===== config.mk =====
export PLATFORM = sky130hd
export DESIGN_NAME = dbg_scan_ctrl_flat
export DESIGN_NICKNAME = d
export VERILOG_FILES = /design/src/rtl/dbg_scan_ctrl_if.sv /design/src/rtl/dbg_scan_ctrl.sv /design/src/flat_wrapper.sv
export SDC_FILE = /design/constraint.sdc
export NUM_CORES = 1
export LEC_CHECK = 0
export BUFFER_PORTS_ARGS = -buffer_cell sky130_fd_sc_hd__buf_2
export CELL_PAD_IN_SITES_DETAIL_PLACEMENT = 1
export CELL_PAD_IN_SITES_GLOBAL_PLACEMENT = 2
export CORE_AREA = 4 4 237 239
export DETAILED_ROUTE_END_ITERATION = 10
export DIE_AREA = 0 0 241 243
export PLACE_DENSITY_LB_ADDON = 0.12
export SLEW_MARGIN = 20
export SYNTH_ARGS = -nofsm -noshare
export SYNTH_HDL_FRONTEND = slang
export SYNTH_SLANG_ARGS = --single-unit

===== constraint.sdc =====
create_clock -name clk -period 4.6 [get_ports clk]
set_input_delay 0.23 -clock clk [delete_from_list [all_inputs] [get_ports clk]]
set_output_delay 0.23 -clock clk [all_outputs]
set_load 0.05 [all_outputs]

===== src/rtl/dbg_scan_ctrl_if.sv =====
// rtl/dbg_scan_ctrl_if.sv - debug sweeper configuration, debug-bus and capture-FIFO signal bundle
interface dbg_scan_ctrl_if #(
  parameter int ADDR_W  = 8,
  parameter int DATA_W  = 32,
  parameter int DEPTH   = 16,
  parameter int DWELL_W = 8
) ();
  localparam int CNT_W = $clog2(DEPTH) + 1;

  logic                     start;
  logic [ADDR_W-1:0]        cfg_first;
  logic [ADDR_W-1:0]        cfg_last;
  logic [DWELL_W-1:0]       cfg_dwell;
  logic                     cfg_src;
  logic [ADDR_W-1:0]        m_rf_addr;
  logic [DATA_W-1:0]        rf_data;
  logic [DATA_W-1:0]        m_data;
  logic                     busy;
  logic                     done;
  logic                     rd_en;
  logic [ADDR_W+DATA_W-1:0] rd_data;
  logic                     empty;
  logic                     full;
  logic [CNT_W-1:0]         count;
  logic                     overflow;

  // The sweeper itself
  modport slave (
    input  start, cfg_first, cfg_last, cfg_dwell, cfg_src, rf_data, m_data, rd_en,
    output m_rf_addr, busy, done, rd_data, empty, full, count, overflow
  );

  // Whoever configures the sweep, serves the debug port and drains the FIFO
  modport master (
    output start, cfg_first, cfg_last, cfg_dwell, cfg_src, rf_data, m_data, rd_en,
    input  m_rf_addr, busy, done, rd_data, empty, full, count, overflow
  );
endinterface


===== src/rtl/dbg_scan_ctrl.sv =====
// rtl/dbg_scan_ctrl.sv - debug-bus address sweeper with capture FIFO; DBG_SCAN_DROP_EN selects drop-on-full instead of stall
module dbg_scan_ctrl #(
  parameter int ADDR_W  = 8,
  parameter int DATA_W  = 32,
  parameter int DEPTH   = 16,
  parameter int DWELL_W = 8
) (
  input logic          clk,
  input logic          rst,
  dbg_scan_ctrl_if.slave bus
);
  localparam int PTR_W = $clog2(DEPTH);
  localparam int CNT_W = PTR_W + 1;
  localparam int ENT_W = ADDR_W + DATA_W;

  typedef enum logic [1:0] {S_IDLE, S_SETTLE, S_HOLD, S_DONE} state_t;

  state_t             state_q, state_d;
  logic [ADDR_W-1:0]  addr_q, addr_d;
  logic [ADDR_W-1:0]  last_q, last_d;
  logic [DWELL_W-1:0] dwell_cfg_q, dwell_cfg_d;
  logic [DWELL_W-1:0] dwell_q, dwell_d;
  logic               src_q, src_d;

  logic [ENT_W-1:0]   mem [DEPTH];
  logic [PTR_W-1:0]   wr_ptr_q, rd_ptr_q;
  logic [CNT_W-1:0]   count_q;

  logic               fifo_full, fifo_empty, pop, push_ok, do_push;
  logic               capture, advance, at_last, accept_start;
  logic [DATA_W-1:0]  src_data;

  assign fifo_full    = (count_q == CNT_W'(DEPTH));
  assign fifo_empty   = (count_q == '0);
  assign pop          = bus.rd_en && !fifo_empty;
  assign push_ok      = !fifo_full || pop;
  // SETTLE captures once the dwell has run out; HOLD retries every cycle
  assign capture      = ((state_q == S_SETTLE) && (dwell_q == '0)) || (state_q == S_HOLD);
  assign do_push      = capture && push_ok;
  assign at_last      = (addr_q == last_q);
  // DONE already has busy low, so a start there is honoured as in IDLE
  assign accept_start = bus.start && ((state_q == S_IDLE) || (state_q == S_DONE));
  assign src_data     = src_q ? bus.m_data : bus.rf_data;

`ifdef DBG_SCAN_DROP_EN
  // A blocked sample is discarded and the sweep carries on
  assign advance = capture;
`else
  assign advance = do_push;
`endif

  // State and sweep datapath registers
  always_ff @(posedge clk) begin
    if (rst) begin
      state_q     <= S_IDLE;
      addr_q      <= '0;
      last_q      <= '0;
      dwell_cfg_q <= '0;
      dwell_q     <= '0;
      src_q       <= 1'b0;
    end else begin
      state_q     <= state_d;
      addr_q      <= addr_d;
      last_q      <= last_d;
      dwell_cfg_q <= dwell_cfg_d;
      dwell_q     <= dwell_d;
      src_q       <= src_d;
    end
  end

  // Next-state logic for the sweep FSM and its datapath
  always_comb begin
    state_d     = state_q;
    addr_d      = addr_q;
    last_d      = last_q;
    dwell_cfg_d = dwell_cfg_q;
    dwell_d     = dwell_q;
    src_d       = src_q;
    case (state_q)
      S_IDLE, S_DONE: state_d = accept_start ? S_SETTLE : S_IDLE;
      S_SETTLE, S_HOLD: begin
        if (advance)      state_d = at_last ? S_DONE : S_SETTLE;
        else if (capture) state_d = S_HOLD;
      end
      default: state_d = S_IDLE;
    endcase
    if (accept_start) begin
      addr_d      = bus.cfg_first;
      last_d      = bus.cfg_last;
      dwell_cfg_d = bus.cfg_dwell;
      dwell_d     = bus.cfg_dwell;
      src_d       = bus.cfg_src;
    end else if ((state_q == S_SETTLE) && (dwell_q != '0)) begin
      dwell_d = dwell_q - DWELL_W'(1);
    end else if (advance && !at_last) begin
      addr_d  = addr_q + ADDR_W'(1);
      dwell_d = dwell_cfg_q;
    end
  end

  // Status outputs decoded from the current state
  always_comb begin
    bus.busy = (state_q == S_SETTLE) || (state_q == S_HOLD);
    bus.done = (state_q == S_DONE);
  end

  // Capture storage; contents are only visible through the occupancy-gated head
  always_ff @(posedge clk) begin
    if (do_push) mem[wr_ptr_q] <= {addr_q, src_data};
  end

  // FIFO pointers and occupancy; a simultaneous push and pop keeps the count
  always_ff @(posedge clk) begin
    if (rst) begin
      wr_ptr_q <= '0;
      rd_ptr_q <= '0;
      count_q  <= '0;
    end else begin
      if (do_push) wr_ptr_q <= wr_ptr_q + PTR_W'(1);
      if (pop)     rd_ptr_q <= rd_ptr_q + PTR_W'(1);
      case ({do_push, pop})
        2'b10:   count_q <= count_q + CNT_W'(1);
        2'b01:   count_q <= count_q - CNT_W'(1);
        default: count_q <= count_q;
      endcase
    end
  end

`ifdef DBG_SCAN_DROP_EN
  logic overflow_q;

  // Sticky record that at least one sample was dropped
  always_ff @(posedge clk) begin
    if (rst)                       overflow_q <= 1'b0;
    else if (capture && !push_ok)  overflow_q <= 1'b1;
  end

  assign bus.overflow = overflow_q;
`else
  assign bus.overflow = 1'b0;
`endif

  assign bus.m_rf_addr = addr_q;
  assign bus.rd_data   = fifo_empty ? '0 : mem[rd_ptr_q];
  assign bus.empty     = fifo_empty;
  assign bus.full      = fifo_full;
  assign bus.count     = count_q;
endmodule


===== src/flat_wrapper.sv =====
// flat-port wrapper written by rule: the top's interface ports become plain ports
module dbg_scan_ctrl_flat 
#(
  parameter int ADDR_W  = 8,
  parameter int DATA_W  = 32,
  parameter int DEPTH   = 16,
  parameter int DWELL_W = 8
)
  (clk, rst, bus_start, bus_cfg_first, bus_cfg_last, bus_cfg_dwell, bus_cfg_src, bus_rf_data, bus_m_data, bus_rd_en, bus_m_rf_addr, bus_busy, bus_done, bus_rd_data, bus_empty, bus_full, bus_count, bus_overflow);
  dbg_scan_ctrl_if #(.ADDR_W(ADDR_W), .DATA_W(DATA_W), .DEPTH(DEPTH), .DWELL_W(DWELL_W)) bus_i ();
  input logic clk;
  input logic rst;
  input wire logic [$bits(bus_i.start)-1:0] bus_start;
  input wire logic [$bits(bus_i.cfg_first)-1:0] bus_cfg_first;
  input wire logic [$bits(bus_i.cfg_last)-1:0] bus_cfg_last;
  input wire logic [$bits(bus_i.cfg_dwell)-1:0] bus_cfg_dwell;
  input wire logic [$bits(bus_i.cfg_src)-1:0] bus_cfg_src;
  input wire logic [$bits(bus_i.rf_data)-1:0] bus_rf_data;
  input wire logic [$bits(bus_i.m_data)-1:0] bus_m_data;
  input wire logic [$bits(bus_i.rd_en)-1:0] bus_rd_en;
  output wire logic [$bits(bus_i.m_rf_addr)-1:0] bus_m_rf_addr;
  output wire logic [$bits(bus_i.busy)-1:0] bus_busy;
  output wire logic [$bits(bus_i.done)-1:0] bus_done;
  output wire logic [$bits(bus_i.rd_data)-1:0] bus_rd_data;
  output wire logic [$bits(bus_i.empty)-1:0] bus_empty;
  output wire logic [$bits(bus_i.full)-1:0] bus_full;
  output wire logic [$bits(bus_i.count)-1:0] bus_count;
  output wire logic [$bits(bus_i.overflow)-1:0] bus_overflow;
  assign bus_i.start = bus_start;
  assign bus_i.cfg_first = bus_cfg_first;
  assign bus_i.cfg_last = bus_cfg_last;
  assign bus_i.cfg_dwell = bus_cfg_dwell;
  assign bus_i.cfg_src = bus_cfg_src;
  assign bus_i.rf_data = bus_rf_data;
  assign bus_i.m_data = bus_m_data;
  assign bus_i.rd_en = bus_rd_en;
  assign bus_m_rf_addr = bus_i.m_rf_addr;
  assign bus_busy = bus_i.busy;
  assign bus_done = bus_i.done;
  assign bus_rd_data = bus_i.rd_data;
  assign bus_empty = bus_i.empty;
  assign bus_full = bus_i.full;
  assign bus_count = bus_i.count;
  assign bus_overflow = bus_i.overflow;
  dbg_scan_ctrl #(.ADDR_W(ADDR_W), .DATA_W(DATA_W), .DEPTH(DEPTH), .DWELL_W(DWELL_W)) u_core (.clk(clk), .rst(rst), .bus(bus_i));
endmodule

Yosys cells after proc, flatten, opt, wreduce, memory -nomap -nowiden
Memories as Yosys holds them, arrays and structs flattened. A register that Yosys moved wholly into a read port is not among the register bits.
Index checks and enable logic that the tools add are counted.
{"block": "totals", "reg_bits": 48, "ramBits": 640, "in_bits": 93, "out_inout_bits": 58, "word_cells": 66, "mem_count": 1}
{"memory": "u_core.mem", "words": 16, "width": 40, "read_ports": 1, "rd_clocked_by_memory_dff": 1, "wr": 1, "line": "dbg_scan_ctrl.sv:25", "rtl": "logic [ENT_W-1:0] mem [DEPTH];"}
{"block": "op_classes", "n_addsub": 6, "n_eq_ne": 9, "muxes": 18, "n_reduce_logical": 23}
{"op": "two-way mux 8 bit", "count": 6}
{"op": "two-way mux 40 bit", "count": 1}
{"op": "two-way mux 32 bit", "count": 1}
{"op": "one-hot mux 5 bit (2 select lines)", "count": 1}
{"op": "adder 4 x 1 -> 4 bit (second input constant)", "count": 2}
{"op": "adder 8 x 1 -> 8 bit (second input constant)", "count": 1}
{"op": "equality test 8 bit", "count": 1}
{"op": "logical NOT 8 bit", "count": 1}
{"op": "two-way mux 4 bit", "count": 2}
{"op": "nonzero test 8 bit", "count": 1}
{"op": "subtractor 8 x 1 -> 8 bit (second input constant)", "count": 1}
{"op": "equality test 2 bit (second input constant)", "count": 3}
{"op": "logical AND 1 bit", "count": 6}
{"op": "two-way mux 2 bit", "count": 3}
{"op": "adder 5 x 1 -> 5 bit (second input constant)", "count": 1}
{"op": "equality test 5 bit (second input constant)", "count": 1}
{"op": "logical NOT 5 bit", "count": 1}
{"op": "subtractor 5 x 1 -> 5 bit (second input constant)", "count": 1}
{"op": "equality test 2 x 1 -> 1 bit (second input constant)", "count": 2}
{"op": "logical OR 1 bit", "count": 4}
{"op": "one-hot mux 2 bit (2 select lines)", "count": 1}
{"op": "nonzero test 2 bit", "count": 2}
{"op": "OR reduction 2 bit", "count": 2}
{"op": "logical NOT 1 bit", "count": 3}
{"op": "6 further kinds", "count": 8}

Logic depth before layout (Yosys ltp)
Gate-level depths: netlist of run 1.
{"block": "logic_depth", "depth_word": 9, "mapped_depth": 12, "depth_no_buf": 12}

Worst setup path before layout of run 1
OpenSTA, ideal clock, no wires.
{"block": "synth_timing", "kind": "reg2reg", "start": "reg u_core.count_q[0], in the netlist u_core.bus.count[0]", "end": "reg u_core.count_q[4], in the netlist u_core.bus.count[4]", "setup_ps": 121, "arrival_ps": 2793, "required_ps": 4479, "setup_slack_ps": 1686, "path_stages_with_launch": 10, "n_path_buf": 0, "synth_period_minus_slack_ps": 2914, "path_cell_list": "dfxtp_1 or4_1 o21ai_2 nor2_2 ha_1 nor2b_1 o21a_1 o211a_1 a211oi_1 mux2_2"}
{"block": "synth_between", "elab_chain_len": 7, "elab_cells_between_ends": 13, "cone_classes": "2 x add/sub; 3 x eq/ne; 1 x mux; 7 x reduce/logical"}
{"item": "from (decl)", "line": "dbg_scan_ctrl.sv:27", "rtl": "logic [CNT_W-1:0] count_q;"}
{"item": "from (signal assigned)", "line": "dbg_scan_ctrl.sv:122", "rtl": "2'b10: count_q <= count_q + CNT_W'(1);"}
{"item": "from (signal assigned)", "line": "dbg_scan_ctrl.sv:123", "rtl": "2'b01: count_q <= count_q - CNT_W'(1);"}
{"item": "from (signal assigned)", "line": "dbg_scan_ctrl.sv:124", "rtl": "default: count_q <= count_q;"}
{"item": "logical NOT 5 bit", "line": "dbg_scan_ctrl.sv:34", "rtl": "assign fifo_empty = (count_q == '0);"}
{"item": "logical NOT 1 bit", "line": "dbg_scan_ctrl.sv:35", "rtl": "assign pop = bus.rd_en && !fifo_empty;"}
{"item": "logical AND 1 bit", "line": "dbg_scan_ctrl.sv:35"}
{"item": "logical OR 1 bit", "line": "dbg_scan_ctrl.sv:36", "rtl": "assign push_ok = !fifo_full || pop;"}
{"item": "logical AND 1 bit", "line": "dbg_scan_ctrl.sv:39", "rtl": "assign do_push = capture && push_ok;"}
{"item": "equality test 2 x 1 -> 1 bit or equality test 2 bit (tied branches)", "line": "dbg_scan_ctrl.sv:121", "rtl": "case ({do_push, pop})"}
{"item": "one-hot mux 5 bit (2 select lines) or nonzero test 2 bit (tied branches)"}
Parallel ways exist; a longest one is shown, timed or not.
A chain may end at the register's enable or synchronous reset.

==> impl_metrics.tcl, run 1 <==
set metrics [dict create \
    outcome "complete, no violations" \
    fin_crit_ps 3590 \
    r2r_cells 7 \
    p_int_mw 11.5 \
    yosys_warnings 0 \
    cts.sinks 692 \
    syn_inst 1312 \
    synth_top_area_cell "edfxtp_1" \
    io_buffers 149 \
    drive_above_1_share_pct 34.5 \
    p_sw_mw 4.70 \
    start_util_pct 50.9 \
    antenna_found_initial 0 \
    vias 13600 \
    fin_nets 1627 \
    place.gp.congestion 0.765 \
    finalCritPeriodShare_pct 78.1 \
    diodes 0 \
    core-area_um2 53800 \
    hold_path_class "input pin to register" \
    fin_util_pct 58.7 \
    vdd_drop_max_v 0.000633 \
    ys_ff_latch 692 \
    drv_cap 0 \
    die_y_um 243 \
    switching_share_pct 29.0 \
    drtIter0Drc 1187 \
    async_reset_ff_share_pct 0 \
    die_x_um 241 \
    multi_input_area_um2 6820 \
    first_global_vias 14900 \
    cts_buffer_depth 3 \
    regArea_um2 20300 \
    path_clk_slew_ps 60 \
    finalSetupViolations 0 \
    cts_buffers 72 \
    rsz0062_at_grt "no" \
    wl_per_cell_um 27.9 \
    ios 151 \
    fmax_mhz 278 \
    drt_wl_total_mm 63.4 \
    synthTopCellsByArea "edfxtp_1 70%, mux4_2 16%, dfxtp_1 3.8%" \
    cp.arrival_ps 3360 \
    p_comb_share_pct 20.7 \
    power_frac_clock_pct 34.6 \
    postSynthAreaPerCell_um2 20.9 \
    nFillCells 4647 \
    row_count 85 \
    p_leak_nw 10.1 \
    area_growth_pct 15.2 \
    ys_types 53 \
    drc 0 \
    fin_setup_tns_ps 0 \
    syn-num-nets 1419 \
    grt.overflow.total 0 \
    routed_via_density 6.00 \
    ys_seq_area_share_pct 73.9 \
    relSlewSlack_pct 35.3 \
    synth_edf_count 640 \
    power_density_nw_per_um2 513 \
    post_cts_resized 0 \
    die_area_um2 58600 \
    yosys_most_used_dff "edfxtp_1" \
    tightestPinTransition_ps 971 \
    seqPwrFrac_pct 44.7 \
    cts.htree.levels 3 \
    cts_tree "done" \
    crit-reg2reg-launch "u_core.dwell_q[0]$_SDFFE_PP0P_" \
    required_ps 4370 \
    synth_area_um2 27400 \
    clk_latency_ps 600 \
    grtUsageTotal_pct 22.3 \
    dr.pass1.iters 5 \
    grt_start_max_net_pins 90 \
    regToRegSetupSlack_ps 1320 \
    crit_fanout 58 \
    slew_viol_final 0 \
    grt_pass1_wl_mm 96.6 \
    postRouteAntennaNets 0 \
    critical_path_class "register to output port" \
    cp-start-kind "register" \
    fin_skew_ps 11.7 \
    end_kind "output port" \
    yosysTopAreaCellShare_pct 70.1 \
    dpl.hpwl_mm 36.7 \
    hold_viol 0 \
    endpoint "bus_rd_data[38]" \
    root_buffer "clkbuf_16" \
    reg2reg_to "u_core.mem[13][6]$_DFFE_PP_" \
]
[how the worst min path moves through the flow]
| stage | from | end | slack, ps | cells after the start |
|---|---|---|---|---|
| 4_1_cts | bus_cfg_first[4] | u_core.bus.m_rf_addr[4]$_SDFFE_PP0P_ | 10 | 3 |
| 5_1_grt | bus_cfg_first[4] | u_core.bus.m_rf_addr[4]$_SDFFE_PP0P_ | 40 | 3 |
| 3_3_place_gp | u_core.dwell_cfg_q[4]$_SDFFE_PP0P_ | u_core.dwell_cfg_q[4]$_SDFFE_PP0P_ | 440 | 2 |
| 6_report | bus_cfg_first[4] | u_core.bus.m_rf_addr[4]$_SDFFE_PP0P_ | 30 | 3 |
| 2_1_floorplan | bus_cfg_dwell[0] | u_core.dwell_cfg_q[0]$_SDFFE_PP0P_ | 370 | 2 |
| 3_5_place_dp | u_core.dwell_cfg_q[4]$_SDFFE_PP0P_ | u_core.dwell_cfg_q[4]$_SDFFE_PP0P_ | 440 | 2 |
[critical path, stage by stage, from the launching register on]
cell and delay, ps:
dfxtp_4 730, buf_12 460, mux4_2 600, mux4_2 550
nor2b_1 170, buf_2 220
[layout make-up]
cell class / count / area share, %
clock inverters: 36 / 0.943
repair buffers: 206 / 4.12
flip-flops and latches: 692 / 64.2
clock buffers: 93 / 6.19
well taps: 696 / 2.76
inverters: 15 / 0.178
multi-input cells: 533 / 21.6
[routing by layer]
metal | wire (um) | track usage [%] | vias up | part of all wire, %
met2 | 31800 | 35.9 | 390 | 50
met4 | 999 | 5.54 | 0 | 1.6
met5 | 0 | 0 | - | 0
met1 | 27100 | 32.5 | 7315 | 43
li1 | - | - | 5861 | -
met3 | 3520 | 3.64 | 68 | 5.5
[state kept, by name (all words and copies together) (netlist names), named ones only]
register / count
u_core.rd_ptr_q: 4
u_core.dwell_cfg_q: 8
u_core.state_q: 2
u_core.src_q: 1
u_core.bus.m_rf_addr: 8
u_core.bus.count: 5
u_core.wr_ptr_q: 4
u_core.last_q: 8
u_core.mem: 640
u_core.dwell_q: 8
[cell usage after synthesis (all sizes together) (9+ instances only)]
cell and number:
a311oi 9, buf 30, o21ai 18, edfxtp 640, dfxtp 52, ha 13, inv 15, nor3 16
mux4 200, xnor2 16, a21oi 27, nand3 12, nor2 24, nor2b 41, mux2 33, clkbuf 42
nand2 51, and2 9
[cells in the final DEF, fill, tap and decap left out, drive strengths merged, types with 9 or more instances in the layout]
cell / Yosys / layout
a21oi: 27 / 27
a311oi: 9 / 9
and2: 9 / 9
buf: 30 / 183
clkbuf: 42 / 93
clkinv: 0 / 26
dfxtp: 52 / 52
dlygate4sd3: 0 / 23
edfxtp: 640 / 640
ha: 13 / 13
inv: 15 / 18
mux2: 33 / 33
mux4: 200 / 200
nand2: 51 / 51
nand3: 12 / 12
nor2: 24 / 24
nor2b: 41 / 41
nor3: 16 / 16
o21ai: 18 / 18
xnor2: 16 / 16
[metrics by stage]
step	cells	power, mW	cell area (um^2)	worst slack [ps]	hold slack, ps
floorplan	1312	9.83	27400	1690	366
global placement	2118	10.7	29100	1390	440
detailed placement	2118	10.8	29100	1290	444
CTS	2270	16.4	31500	900	11.1
global route	2271	16.9	31600	800	40.6
finish	2271	16.2	31600	1010	30.0
[power by group through the flow]
stage	Combinational (mW)	Sequential, mW	Clock (mW)
6_report	3.35	7.25	5.60
4_1_cts	3.42	7.26	5.72
5_1_grt	3.60	7.27	6.02
3_3_place_gp	3.36	7.37	0
3_5_place_dp	3.39	7.39	0
2_1_floorplan	2.48	7.36	0
[what timing repair did]
action | 4_1_cts | 5_1_grt
hold buffers | 23 | 0
buffers inserted | 0 | 0
endpoints found under the hold margin | 30 | 0
[cells by family after synthesis]
logic type      after synthesis  share of synthesized area (%)
other cells                   1                         0.0137
flops                       692                           73.9
fa+ha+maj                    14                          0.666
buf+inv                      87                           1.35
simple gates                178                           3.45
mux                         233                           17.8
compound gates               87                           2.20
xor+xnor                     20                          0.639
Note: power is estimated with default switching activity, not from simulation.
==> run 2: changes to the inputs <==
--- a/config.mk
+++ b/config.mk
@@ -8,9 +8,9 @@
 export BUFFER_PORTS_ARGS = -buffer_cell sky130_fd_sc_hd__buf_2
 export CELL_PAD_IN_SITES_DETAIL_PLACEMENT = 1
 export CELL_PAD_IN_SITES_GLOBAL_PLACEMENT = 2
-export CORE_AREA = 4 4 237 239
+export CORE_AREA = 4 4 244 246
 export DETAILED_ROUTE_END_ITERATION = 10
-export DIE_AREA = 0 0 241 243
+export DIE_AREA = 0 0 248 250
 export PLACE_DENSITY_LB_ADDON = 0.12
 export SLEW_MARGIN = 20
 export SYNTH_ARGS = -nofsm -noshare
==> constraint.sdc (replaced) <==
create_clock -name clk -period 3.61 [get_ports clk]
set_input_delay 0.1805 -clock clk [delete_from_list [all_inputs] [get_ports clk]]
set_output_delay 0.1805 -clock clk [all_outputs]
set_load 0.05 [all_outputs]
==> run 2 against run 1 <==
Clock skew grew 7.2 ps; sequential share of layout area shrank 0.90 points; combinational power grew 31%; critical path type unchanged; largest power group unchanged; highest routed layer unchanged.
==> impl_metrics.tcl, run 2 (same netlist as run 1, synthesis figures left out) <==
set metrics [dict create \
    setup_ws_ps 378 \
    dr.pass1.iters 5 \
    p_sw_mw 6.06 \
    start_util_pct 47.8 \
    relSlewSlack_pct 43.0 \
    slowest_stage "dfxtp_4" \
    drv_cap 0 \
    clk_latency_ps 610 \
    die_x_um 248 \
    regToRegSetupSlack_ps 460 \
    cp.arrival_ps 3050 \
    path_clk_slew_ps 60 \
    switching_share_pct 29.3 \
    min_to "u_core.mem[7][29]$_DFFE_PP_" \
    worstHoldPathCells 2 \
    area_growth_pct 16.8 \
    drive_above_1_share_pct 35.1 \
    routed_via_density 5.77 \
    p_comb_share_pct 21.1 \
    hold_path_class "input pin to register" \
    cp-start-kind "register" \
    critPathBufInv 2 \
    fin_nets 1642 \
    r2r_cells 12 \
    grtUsageTotal_pct 20.6 \
    wl_per_cell_um 26.5 \
    end_kind "output port" \
    path_cells "buf_4 > mux4_2 > mux4_2 > nor2b_1 > buf_2" \
    ios 151 \
    vdd_drop_max_v 0.000402 \
    postRouteAntennaNets 0 \
    grt.overflow.total 0 \
    cts_tree "done" \
    die_y_um 250 \
    seqPwrFrac_pct 44.4 \
    io_buffers 149 \
    grt_start_max_net_pins 51 \
    final_cell_mix "640 x edfxtp_1, 200 x mux4_2, 149 x buf_2" \
    largest_register_ffs 640 \
    fin_setup_tns_ps 0 \
    power_frac_clock_pct 34.4 \
    tightestPinTransition_ps 855 \
    cts_buffers 73 \
    fin_crit_ps 3230 \
    rsz0062_at_grt "no" \
    crit-reg2reg-launch "u_core.dwell_q[0]$_SDFFE_PP0P_" \
    fin_util_pct 55.8 \
    root_buffer "clkbuf_16" \
    cts.htree.levels 3 \
    drc 0 \
    fmax_mhz 309 \
    diodes 0 \
    drt_wl_total_mm 62.4 \
    cts.sinks 692 \
    row_count 88 \
    p_int_mw 14.6 \
    reg2reg_to "u_core.bus.count[4]$_SDFFE_PP0P_" \
    required_ps 3430 \
    crit_top_cell "mux4_2" \
    core-area_um2 57400 \
    hold_viol 0 \
    cts_buffer_depth 3 \
    min_from "bus_rf_data[29]" \
    fin_total_pwr_mw 20.7 \
    first_global_vias 14900 \
    max_stage_delay_ps 730 \
    finalCritPeriodShare_pct 89.5 \
    dp_slack_ps 473 \
    dpl.hpwl_mm 35.8 \
    critical_path_class "register to output port" \
    outcome "complete, no violations" \
    finalSetupViolations 0 \
    post_cts_resized 0 \
    cts_setup_buffers 0 \
    power_density_nw_per_um2 647 \
    place.gp.congestion 0.748 \
    crit_family "multiplexers" \
    regMostFlops "u_core.mem" \
    crit_fanout 32 \
    p_leak_nw 10.2 \
    vias 13600 \
    die_area_um2 62000 \
    slew_viol_final 0 \
    final_common_cell "edfxtp_1" \
    fin_skew_ps 18.9 \
    antenna_found_initial 0 \
    grt_pass1_wl_mm 94.7 \
    drtIter0Drc 960 \
    hold_buffers 27 \
]
run 2: cell count changes in the layout (fill, tap and decap cells not counted), sizes merged:
cell	previous run	this run
buf	183	193
clkinv	26	34
clkbuf	93	87
dlygate4sd3	23	27
bufinv	5	4
inv	18	19
run 2: area by class of cell:
type	instances	area [um^2]
inverter	15	56.3
multi-input combinational	533	6810
fill	4986	25300
sequential	692	20300
tap	765	957
clock buffer	87	1920
timing repair buffer	220	1650
clock inverter	44	354
run 2: per-layer routing:
metal / wire [um] / vias to the layer above / track usage [%]
met5: 0 / - / 0
li1: - / 5895 / -
met4: 1060 / 0 / 4.27
met3: 2840 / 76 / 3.61
met2: 31400 / 301 / 34.0
met1: 27000 / 7320 / 29.3
run 2: metrics by stage:
| step | cell area [um^2] | std cells | hold slack [ps] |
|---|---|---|---|
| after floorplan | 27400 | 1312 | 316 |
| after global placement | 29500 | 2198 | 420 |
| after detailed placement | 29500 | 2198 | 431 |
| after CTS | 32000 | 2356 | 71.3 |
| after global routing | 32000 | 2356 | 115 |
| final | 32000 | 2356 | 105 |
run 2: worst max path at each step:
stage                                          start                               end  cells after the start
floorplan           u_core.bus.count[0]$_SDFFE_PP0P_  u_core.bus.count[4]$_SDFFE_PP0P_                      9
global placement      u_core.dwell_q[0]$_SDFFE_PP0P_  u_core.bus.count[4]$_SDFFE_PP0P_                     12
detailed placement    u_core.dwell_q[0]$_SDFFE_PP0P_  u_core.bus.count[4]$_SDFFE_PP0P_                     12
CTS                                         register                   bus_rd_data[19]                      5
global route                                register                   bus_rd_data[19]                      5
finish                                      register                   bus_rd_data[19]                      5
run 2: power by group through the flow:
stage                     sequential, mW  clock, mW  combinational [mW]
after detailed placement            9.37          0                4.43
final                               9.20       7.13                4.38
after CTS                           9.20       7.33                4.47
after floorplan                     9.37          0                3.15
after global placement              9.35          0                4.38
after global routing                9.22       7.67                4.68
